### src/rtl/round_robin_arbiter4_if.sv
// Request/grant bundle between four requesters and the round-robin arbiter.
// The arbiter takes the slave side; the requester side (or a bench) takes master.
interface round_robin_arbiter4_if;
  logic [3:0] req;
  logic       done;
  logic [3:0] gnt;
  logic [1:0] gnt_idx;
  logic       valid;

  modport slave (
    input  req,
    input  done,
    output gnt,
    output gnt_idx,
    output valid
  );

  modport master (
    output req,
    output done,
    input  gnt,
    input  gnt_idx,
    input  valid
  );
endinterface

### src/rtl/round_robin_arbiter4.sv
// Four-way round-robin arbiter with an optional hold limit per grant.
// Each owner keeps the grant until it signals done, drops its request, or times out.
module round_robin_arbiter4 #(
  parameter int unsigned MAX_HOLD = 0
) (
  input  logic                  i_clk,
  input  logic                  i_reset,
  round_robin_arbiter4_if.slave bus
);

  typedef enum logic [0:0] {
    ST_IDLE = 1'b0,
    ST_BUSY = 1'b1
  } state_t;

  localparam logic [7:0] HOLD_LAST = (MAX_HOLD == 0) ? 8'd0 : 8'(MAX_HOLD - 1);

  state_t     r_state;
  state_t     w_state_nxt;
  logic [1:0] r_last;
  logic [1:0] w_last_nxt;
  logic [1:0] r_idx;
  logic [1:0] w_idx_nxt;
  logic [3:0] r_gnt;
  logic [3:0] w_gnt_nxt;
  logic [7:0] r_hold;
  logic [7:0] w_hold_nxt;
  logic       w_timeout;
  logic       w_release;

  // Scan last+1, last+2, last+3, last; the previous owner ranks lowest.
  function automatic logic [1:0] f_pick(input logic [3:0] req, input logic [1:0] last);
    logic       found;
    logic [1:0] cand;
    f_pick = last;
    found  = 1'b0;
    for (int k = 1; k <= 4; k++) begin
      cand = last + k[1:0];
      if (!found && req[cand]) begin
        f_pick = cand;
        found  = 1'b1;
      end else begin
        found  = found;
      end
    end
  endfunction

  assign w_timeout = (MAX_HOLD != 0) && (r_hold == HOLD_LAST);
  assign w_release = bus.done || !bus.req[r_idx] || w_timeout;

  // Next-state and next-output decode.
  always_comb begin
    w_state_nxt = r_state;
    w_last_nxt  = r_last;
    w_idx_nxt   = r_idx;
    w_gnt_nxt   = r_gnt;
    w_hold_nxt  = r_hold;
    case (r_state)
      ST_IDLE: begin
        if (bus.req != 4'b0000) begin
          w_state_nxt = ST_BUSY;
          w_idx_nxt   = f_pick(bus.req, r_last);
          w_gnt_nxt   = 4'b0001 << f_pick(bus.req, r_last);
          w_hold_nxt  = 8'd0;
        end else begin
          w_state_nxt = ST_IDLE;
          w_idx_nxt   = 2'd0;
          w_gnt_nxt   = 4'b0000;
          w_hold_nxt  = 8'd0;
        end
      end
      ST_BUSY: begin
        if (w_release) begin
          // A single release point, so done plus timeout updates LAST once.
          w_state_nxt = ST_IDLE;
          w_last_nxt  = r_idx;
          w_idx_nxt   = 2'd0;
          w_gnt_nxt   = 4'b0000;
          w_hold_nxt  = 8'd0;
        end else begin
          w_hold_nxt  = r_hold + 8'd1;
        end
      end
      default: begin
        w_state_nxt = ST_IDLE;
        w_last_nxt  = 2'd3;
        w_idx_nxt   = 2'd0;
        w_gnt_nxt   = 4'b0000;
        w_hold_nxt  = 8'd0;
      end
    endcase
  end

  // State and output registers.
  always_ff @(posedge i_clk) begin
    if (i_reset) begin
      r_state <= ST_IDLE;
      r_last  <= 2'd3;
      r_idx   <= 2'd0;
      r_gnt   <= 4'b0000;
      r_hold  <= 8'd0;
    end else begin
      r_state <= w_state_nxt;
      r_last  <= w_last_nxt;
      r_idx   <= w_idx_nxt;
      r_gnt   <= w_gnt_nxt;
      r_hold  <= w_hold_nxt;
    end
  end

  assign bus.gnt     = r_gnt;
  assign bus.gnt_idx = r_idx;
  assign bus.valid   = (r_state == ST_BUSY);

endmodule
### src/flat_wrapper.sv
// flat-port wrapper written by rule: the top's interface ports become plain ports
module round_robin_arbiter4_flat 
#(
  parameter int unsigned MAX_HOLD = 0
)
  (i_clk, i_reset, bus_req, bus_done, bus_gnt, bus_gnt_idx, bus_valid);
  round_robin_arbiter4_if bus_i ();
  input  logic i_clk;
  input  logic i_reset;
  input wire logic [$bits(bus_i.req)-1:0] bus_req;
  input wire logic [$bits(bus_i.done)-1:0] bus_done;
  output wire logic [$bits(bus_i.gnt)-1:0] bus_gnt;
  output wire logic [$bits(bus_i.gnt_idx)-1:0] bus_gnt_idx;
  output wire logic [$bits(bus_i.valid)-1:0] bus_valid;
  assign bus_i.req = bus_req;
  assign bus_i.done = bus_done;
  assign bus_gnt = bus_i.gnt;
  assign bus_gnt_idx = bus_i.gnt_idx;
  assign bus_valid = bus_i.valid;
  round_robin_arbiter4 #(.MAX_HOLD(MAX_HOLD)) u_core (.i_clk(i_clk), .i_reset(i_reset), .bus(bus_i));
endmodule
### config.mk
export PLATFORM = sky130hd
export DESIGN_NAME = round_robin_arbiter4_flat
export DESIGN_NICKNAME = d
export VERILOG_FILES = /design/src/rtl/round_robin_arbiter4_if.sv /design/src/rtl/round_robin_arbiter4.sv /design/src/flat_wrapper.sv
export SDC_FILE = /design/constraint.sdc
export NUM_CORES = 1
export LEC_CHECK = 0
export ABC_AREA = 1
export BUFFER_PORTS_ARGS = -buffer_cell sky130_fd_sc_hd__buf_2
export CORE_UTILIZATION = 47
export DETAILED_ROUTE_END_ITERATION = 8
export PLACE_DENSITY_LB_ADDON = 0.2
export SLEW_MARGIN = 20
export SYNTH_ARGS = -nofsm -noshare
export SYNTH_HDL_FRONTEND = slang
export SYNTH_SLANG_ARGS = --single-unit
### constraint.sdc
create_clock -name i_clk -period 1.4 [get_ports i_clk]
set_clock_uncertainty 0.2 [all_clocks]
set_input_delay 0.14 -clock i_clk [delete_from_list [all_inputs] [get_ports i_clk]]
set_output_delay 0.14 -clock i_clk [all_outputs]
set_load 0.01 [all_outputs]
# --- Word-level counts from Yosys, hierarchy flattened ---
# Index checks and enable logic that the tools add are counted.
totals:
  mem_bits_rw: 0
  romBits: 0
  latchBits: 0
  mem_count: 0
  register_bits: 9
classes:
  multipliers: 0
  shifts: 1
  mux: 34
  n_addsub: 3
  n_lt_le_gt_ge: 5
  reduce_logical: 10
  bitwise: 1
  n_eq_ne: 1
  div: 0
op_table:
  columns: ["operator", "n"]
  rows:
  - ["$mux W1", 16]
  - ["$mux W2", 8]
  - ["$lt A2 B3 Y1 const B", 5]
  - ["$bmux W1 S2", 5]
  - ["$mux W4", 2]
  - ["$pmux W4 S2", 1]
  - ["$add A2 B2 Y2 const B", 2]
  - ["$logic_not A1 Y1", 4]
  - ["$pmux W2 S2", 1]
  - ["$reduce_bool A4 Y1", 1]
  - ["$shl A1 B2 Y4 const A", 1]
  - ["$logic_and A1 B1 Y1", 3]
  - ["$add A2 B1 Y2 const B", 1]
  - ["$ne A2 B2 Y1 const B", 1]
  - ["$pmux W1 S2", 1]
  - ["$reduce_and A2 Y1", 1]
  - ["$logic_or A1 B1 Y1", 1]
  - ["$not A1 Y1", 1]

# --- Logic depth before layout (Yosys ltp) ---
# Gate-level depths: netlist (run 1).
logic_depth:
  ltp_word: 24
  mapped_depth: 13
  ltp_nobuf: 12

# --- Worst setup path before layout (run 1) ---
# OpenSTA, ideal clock, no wires.
synth_path:
  kind: "register to register"
  start: "register u_core.r_last[0]"
  end: "register u_core.r_gnt[3] (netlist: u_core.bus.gnt[3])"
  arrival_time_ps: 1221
  synth_period_minus_slack_ps: 1549
  setup_time_ps: 129
  path_buffers: 1
  slack_ps: -149
  path_stages_with_launch: 13
  path_cell_list: "dfxtp_1 buf_6 inv_4 nand2_1 nand2_2 nand2_4 nand2_4 nor2_8 nand3_2 nand3_2 clkinv_1 nand2_1 a21oi_2"
synth_via:
  elab_chain_len: 24
  word_cells_on_any_way: 35
synth_lines:
  columns: ["element", "line_no", "rtl"]
  rows:
  - ["from (decl)", "round_robin_arbiter4.sv:20", "logic [1:0] r_last;"]
  - ["from (signal assigned)", "round_robin_arbiter4.sv:104", "r_last <= w_last_nxt;"]
  - ["$add A2 B1 Y2", "round_robin_arbiter4.sv:38", "cand = last + k[1:0];"]
  - ["$bmux W1 S2", "round_robin_arbiter4.sv:39", "if (!found && req[cand]) begin"]
  - ["$mux W1 (implied by the code)", "round_robin_arbiter4.sv:39", null]
  - ["$mux W1", "round_robin_arbiter4.sv:39", null]
  - ["$mux W1", "round_robin_arbiter4.sv:60", "if (bus.req != 4'b0000) begin"]
  - ["$mux W1", "round_robin_arbiter4.sv:58", "case (r_state)"]
  - ["$logic_not A1 Y1", "round_robin_arbiter4.sv:39", null]
  - ["$logic_and A1 B1 Y1", "round_robin_arbiter4.sv:39", null]
  - ["(+8 left out)", null, null]
  - ["$logic_not A1 Y1", "round_robin_arbiter4.sv:39", null]
  - ["$logic_and A1 B1 Y1", "round_robin_arbiter4.sv:39", null]
  - ["$mux W2 (*)", "round_robin_arbiter4.sv:39", null]
  - ["$mux W2 (*)", "round_robin_arbiter4.sv:60", null]
  - ["$mux W2 (*)", "round_robin_arbiter4.sv:58", null]
  - ["$shl A1 B2 Y4 (*)", "round_robin_arbiter4.sv:63", "w_gnt_nxt = 4'b0001 << f_pick(bus.req, r_last);"]
  - ["$mux W4 (*)", "round_robin_arbiter4.sv:60", null]
  - ["$pmux W4 S2 (*)", "round_robin_arbiter4.sv:58", null]
  - ["to (signal assigned)", "round_robin_arbiter4.sv:106", "r_gnt <= w_gnt_nxt;"]
  - ["to (decl)", "round_robin_arbiter4.sv:24", "logic [3:0] r_gnt;"]
# Every way passes the cells marked *; elsewhere a longest branch is shown, timed or not. The select of a mux whose other input is x is not followed.
# A chain may end at the register's enable or synchronous reset.

# --- Final worst setup path (run 1) ---
layout_path:
  start: "register u_core.r_last[0]"
  end: "register u_core.r_gnt[0] (netlist: u_core.bus.gnt[0])"
# Same word-level chain as after synthesis.

==> results of run 1 <==
path summary, 6_finish.rpt:
check / startpoint / end / cells past startpoint
worst max-delay path: u_core.r_last[0] / u_core.bus.gnt[0] / 10
worst min register to register: u_core.bus.gnt[0] / u_core.bus.gnt[0] / 2
worst min-delay path: i_reset / u_core.bus.gnt[1] / 2
worst max register to register: u_core.r_last[0] / u_core.bus.gnt[0] / 10
power groups by stage:
stage          Clock [mW]  Combinational, mW  Sequential, mW
6_report            0.195              0.708           0.350
5_1_grt             0.220              0.769           0.360
4_1_cts             0.201              0.622           0.350
3_5_place_dp            0              0.614           0.353
3_3_place_gp            0              0.603           0.351
2_1_floorplan           0              0.429           0.359
per-layer routing:
layer  wire [um]  GRT usage (%)  share of wire (%)
met2         914           41.3                 53
met1         752           29.2                 44
met4           2              0               0.12
met5           0              0                  0
met3          58           10.0                3.4
flip-flops by register name, summed over array words and instances (netlist names):
signal / flops
u_core.bus.gnt: 4
u_core.bus.gnt_idx: 2
u_core.bus.valid: 1
u_core.r_last: 2
cell families after synthesis:
family,Yosys count,share of synthesized area (%)
simple gates,68,52.7
buf+inv,12,7.94
compound gates,16,13.4
flops,9,26.0
critical path, delay by kind of cell (launching register included):
kind / cells / cell delay [ps]
DFF: 1 / 380
and+or+nand+nor: 7 / 590
buffers and inverters: 1 / 130
AOI/OAI and AO/OA: 2 / 310
placed cells by master, fill, tap and decap left out:
cell / Yosys / layout
a21oi_1: 6 / 5
a21oi_2: 2 / 3
buf_2: 0 / 13
buf_4: 0 / 12
buf_6: 1 / 1
clkbuf_1: 0 / 1
clkbuf_4: 0 / 3
dfxtp_1: 9 / 6
dfxtp_2: 0 / 2
dfxtp_4: 0 / 1
inv_1: 7 / 7
inv_2: 1 / 1
inv_4: 1 / 1
inv_8: 0 / 1
nand2_1: 35 / 27
nand2_2: 7 / 13
nand2_4: 5 / 7
nand3_1: 10 / 9
nand3_2: 2 / 1
nand3_4: 0 / 2
nand4_1: 2 / 2
nor2_1: 4 / 3
nor2_2: 0 / 1
nor2_8: 1 / 1
nor3_2: 1 / 1
nor4_1: 1 / 1
o211ai_1: 1 / 1
o21a_1: 1 / 1
o21ai_0: 4 / 3
o21ai_1: 2 / 3
area by class of cell:
| type | count | area (um^2) | share of cell area (%) |
|---|---|---|---|
| Multi-Input combinational cell | 84 | 514 | 53.6 |
| Sequential cell | 9 | 186 | 19.4 |
| Timing Repair Buffer | 26 | 166 | 17.3 |
| Inverter | 10 | 47.5 | 4.95 |
| Clock buffer | 4 | 26.3 | 2.74 |
| Tap cell | 15 | 18.8 | 1.96 |
repair_timing:
| action | 4_1_cts | 5_1_grt |
|---|---|---|
| gates resized for setup | 3 | 15 |
| setup endpoints to repair | 7 | 9 |
| pin swaps | 1 | 0 |
| setup buffers | 0 | 2 |
| endpoints found under the hold margin | 7 | 6 |
through the flow:
stage / instance area [um^2] / worst slack (ps) / std cells
after floorplan: 717 / -136 / 105
after global placement: 868 / -219 / 142
after detailed placement: 868 / -272 / 142
after CTS: 901 / -235 / 146
after global routing: 960 / -351 / 148
final: 960 / -278 / 148
==> flow_metrics.tcl, run 1 <==
set metrics [dict create \
    power.sequential.fraction_pct 28.0 \
    slowest_delay_ps 380 \
    cts_buffers 3 \
    die_w_um 40.4 \
    core-area_um2 1330 \
    clockBufferDepth 2 \
    viasPerCell 5.10 \
    synth_nets 112 \
    path_class "flip-flop to flip-flop" \
    critPathSlowestCell "dfxtp_4" \
    syn_avg_cell_area_um2 6.60 \
    path_max_fanout 6 \
    fp.dieH_um 40.4 \
    worst_setup_path_end_kind "flip-flop" \
    diodes 0 \
    fin_crit_sh_pct 120 \
    hold_path_class "input pin to flip-flop" \
    finalSetupTns_ps -1530 \
    slew_violations 0 \
    antenna_found_initial 0 \
    grt_pass1_wl_mm 2.59 \
    p_int_mw 0.704 \
    fillers 121 \
    ys_seq_elements 9 \
    setup_ws_ps -278 \
    drive_gt1_share_pct 48.1 \
    violations "hold timing, setup timing" \
    swShare_pct 43.9 \
    cap_viol_max_count 0 \
    power.total_mw 1.25 \
    final_util_pct 72.0 \
    synth.area.top_cells "dfxtp_1, nand2_1, nand2_4, nand3_1, nand2_2" \
    post-route-drc-count 0 \
    crit_path_start_kind "flip-flop" \
    cts-root-buf "clkbuf_4" \
    clkPwrFrac_pct 15.6 \
    synth_top_area_share_pct 26.0 \
    start_util_pct 52.0 \
    place.gp.congestion 0.815 \
    worst_pin_slew_ps 438 \
    yosysMostFrequentCell "nand2_1" \
    outcome "finished with violations" \
    yosys_warnings 0 \
    first_pass_iters 4 \
    synth_common_cells "nand2_1, nand3_1, dfxtp_1" \
    rsz0062_at_grt "yes" \
    setup_viol 6 \
    p_leak_nw 0.483 \
    ir_drop_uv 701 \
    ys_seq_area_share_pct 26.0 \
    async_flop_share_pct 0 \
    synth.distinct_cells 23 \
    clkTransAtPathRegs_ps 60 \
    min_period_ps 1680 \
    syn2layout_area_growth_pct 38.4 \
    htreeDepth 1 \
    wl_per_cell_um 11.7 \
    holdWs_ps -57.5 \
    slew_headroom_pct 70.7 \
    power_per_cell_area_nw_per_um2 1310 \
    netlist_area_um2 693 \
    grt_pass1_vias 638 \
    first_iter_violations 13 \
    via_count 755 \
    dp_hpwl_mm 1.26 \
    row_count 13 \
    ant_nets 0 \
    p_comb_share_pct 56.5 \
    die_area_um2 1630 \
    critPathRequiredTime_ps 1390 \
    grt-ovfl-total 0 \
    path_cells "buf_6 -> nand2_2 -> nand2_2 -> nand2_4 -> nand2_4 -> o21ai_0 -> nand3_1 -> nand2_1 -> nand3_1 -> a21oi_1" \
    wirelength_mm 1.73 \
    p_sw_mw 0.550 \
    arrival_ps 1670 \
    r2r_slack_ps -280 \
    portBuffers 13 \
    track_usage_pct 24.0 \
    insertion_delay_ps 260 \
    fmax_mhz 596 \
    cts_tree "done" \
    numClockSinks 9 \
    fin_nets 141 \
    num_io_pins 14 \
    ys_dominant_reg_cell "dfxtp_1" \
    hold_viol 7 \
    synth_top_area_cell "dfxtp_1" \
    grt_max_degree 10 \
    synth_edf_count 0 \
    syn_inst 105 \
]
Note: power is estimated with default switching activity, not from simulation.
==> run 2, diff against run 1 <==
--- a/config.mk
+++ b/config.mk
@@ -7,10 +7,11 @@
 export LEC_CHECK = 0
 export ABC_AREA = 1
 export BUFFER_PORTS_ARGS = -buffer_cell sky130_fd_sc_hd__buf_2
+export CORE_MARGIN = 3
 export CORE_UTILIZATION = 47
 export DETAILED_ROUTE_END_ITERATION = 8
+export MAX_ROUTING_LAYER = met4
 export PLACE_DENSITY_LB_ADDON = 0.2
-export SLEW_MARGIN = 20
 export SYNTH_ARGS = -nofsm -noshare
 export SYNTH_HDL_FRONTEND = slang
 export SYNTH_SLANG_ARGS = --single-unit
==> flow_metrics.tcl, run 2 (same netlist as run 1, synthesis figures left out) <==
set metrics [dict create \
    outcome "finished with violations" \
    violations "setup timing" \
    r2r_start "u_core.r_last[0]" \
    arrival_ps 1650 \
    p_leak_nw 0.483 \
    htreeDepth 1 \
    grt_pass1_wl_mm 2.68 \
    final_common_cell "nand2_1" \
    r2r_slack_ps -250 \
    grt_pass1_vias 617 \
    syn2layout_area_growth_pct 40.4 \
    cap_viol_max_count 0 \
    fp.dieH_um 44.4 \
    r2r_end "u_core.bus.gnt[2]" \
    grt-ovfl-total 0 \
    setup_ws_ps -252 \
    die_w_um 44.4 \
    drive_gt1_share_pct 50.0 \
    track_usage_pct 18.7 \
    hold-path-cell-count 4 \
    post-route-drc-count 0 \
    cts-root-buf "clkbuf_4" \
    cts_buffers 3 \
    min_period_ps 1650 \
    placed_area_um2 861 \
    path_max_fanout 6 \
    path_class "flip-flop to flip-flop" \
    start_util_pct 51.3 \
    regArea_um2 193 \
    crit_path_start_kind "flip-flop" \
    final_area_um2 973 \
    antenna_found_initial 0 \
    hold_start "bus_done" \
    hold_viol 0 \
    rsz0062_at_grt "yes" \
    critPathRequiredTime_ps 1400 \
    row_count 13 \
    viasPerCell 5.20 \
    worst_pin_slew_ps 430 \
    slew_headroom_pct 71.2 \
    place.gp.congestion 0.911 \
    grt_max_degree 10 \
    clockBufferDepth 2 \
    setup_viol 6 \
    hold_path_class "input pin to flip-flop" \
    ir_drop_uv 786 \
    num_io_pins 14 \
    slew_violations 0 \
    wl_per_cell_um 12.4 \
    multi_input_area_um2 528 \
    insertion_delay_ps 260 \
    core-area_um2 1350 \
    fillers 120 \
    diodes 0 \
    dp_hpwl_mm 1.29 \
    wirelength_mm 1.82 \
    first_iter_violations 23 \
    r2r_cells 10 \
    via_count 765 \
    power_per_cell_area_nw_per_um2 1300 \
    final_cell_mix "nand2_1, buf_2, nand2_2" \
    largest_reg_flops 4 \
    portBuffers 13 \
    clkTransAtPathRegs_ps 70 \
    fin_crit_sh_pct 118 \
    finalNonFillerCells 147 \
    cts_tree "done" \
    ant_nets 0 \
    fmax_mhz 605 \
    holdPathEnd "u_core.r_last[1]" \
    fin_nets 140 \
    dp_cells 141 \
    numClockSinks 9 \
    die_area_um2 1970 \
    first_pass_iters 4 \
    worst_setup_path_end_kind "flip-flop" \
]
run 2: cell count changes in the layout (fill, tap and decap cells not counted), sizes merged:
| cell | before | now |
|---|---|---|
| buf | 26 | 24 |
| clkinv | 0 | 1 |
| dlygate4sd3 | 0 | 1 |
| inv | 10 | 9 |
run 2: how the worst max path moves through the flow:
stage	from	to	slack, ps	depth (start not counted)
finish	u_core.r_last[0]	u_core.bus.gnt[2]	-250	10
global route	u_core.r_last[0]	u_core.bus.gnt[1]	-350	12
CTS	u_core.r_last[0]	u_core.bus.gnt[1]	-230	12
detailed placement	u_core.r_last[0]	u_core.bus.gnt[1]	-270	12
global placement	u_core.r_last[0]	u_core.bus.gnt[2]	-210	10
floorplan	u_core.r_last[0]	u_core.bus.gnt[1]	-140	13
run 2: worst max-delay path, cell delays in order (launching register included):
cell	delay (ps)
dfxtp_4	380
buf_6	140
nand2_2	50
nand2_2	60
nand2_4	100
nand2_4	80
nor2_8	120
nand3_1	120
nand2_2	110
nand3_1	100
a21oi_2	130
run 2: final cells by class:
class / count / share of cell area (%)
Clock buffer: 4 / 2.70
Inverter: 10 / 4.76
Multi-Input combinational cell: 84 / 54.2
Sequential cell: 9 / 19.8
Tap cell: 15 / 1.93
Timing Repair Buffer: 25 / 16.6
run 2: routing by layer:
| metal | vias to the layer above | part of all wire (%) | track usage, % | wire, um |
|---|---|---|---|---|
| li1 | 397 | - | - | - |
| met4 | 0 | 0.71 | 7.83 | 13 |
| met2 | 17 | 48 | 27.0 | 884 |
| met3 | 2 | 4.8 | 3.66 | 88 |
| met1 | 349 | 46 | 25.2 | 837 |
| met5 | - | 0 | - | 0 |
run 2: stage by stage:
step	setup WS, ps	utilization [%]	power [mW]	setup TNS, ps	hold WS, ps
3_5_place_dp	-269	63.8	0.962	-1400	209
5_1_grt	-348	72.1	1.35	-2160	89.5
2_1_floorplan	-136	-	0.788	-664	139
4_1_cts	-227	66.1	1.17	-1190	-70.2
6_report	-252	72.1	1.26	-1410	71.5
3_3_place_gp	-211	63.8	0.953	-1170	208
run 2: timing repair:
item,CTS,global route
endpoints found under the setup margin,6,9
buffers inserted,0,1
resized for setup,3,23
hold endpoints to repair,7,6
pin swaps,1,7
run 2: power by group:
| part | leakage, nW | switching [mW] | total, mW | internal, mW |
|---|---|---|---|---|
| Sequential | 0.0753 | 0.0481 | 0.356 | 0.308 |
| Clock | 0.0150 | 0.0976 | 0.208 | 0.110 |
| Combinational | 0.393 | 0.419 | 0.700 | 0.281 |
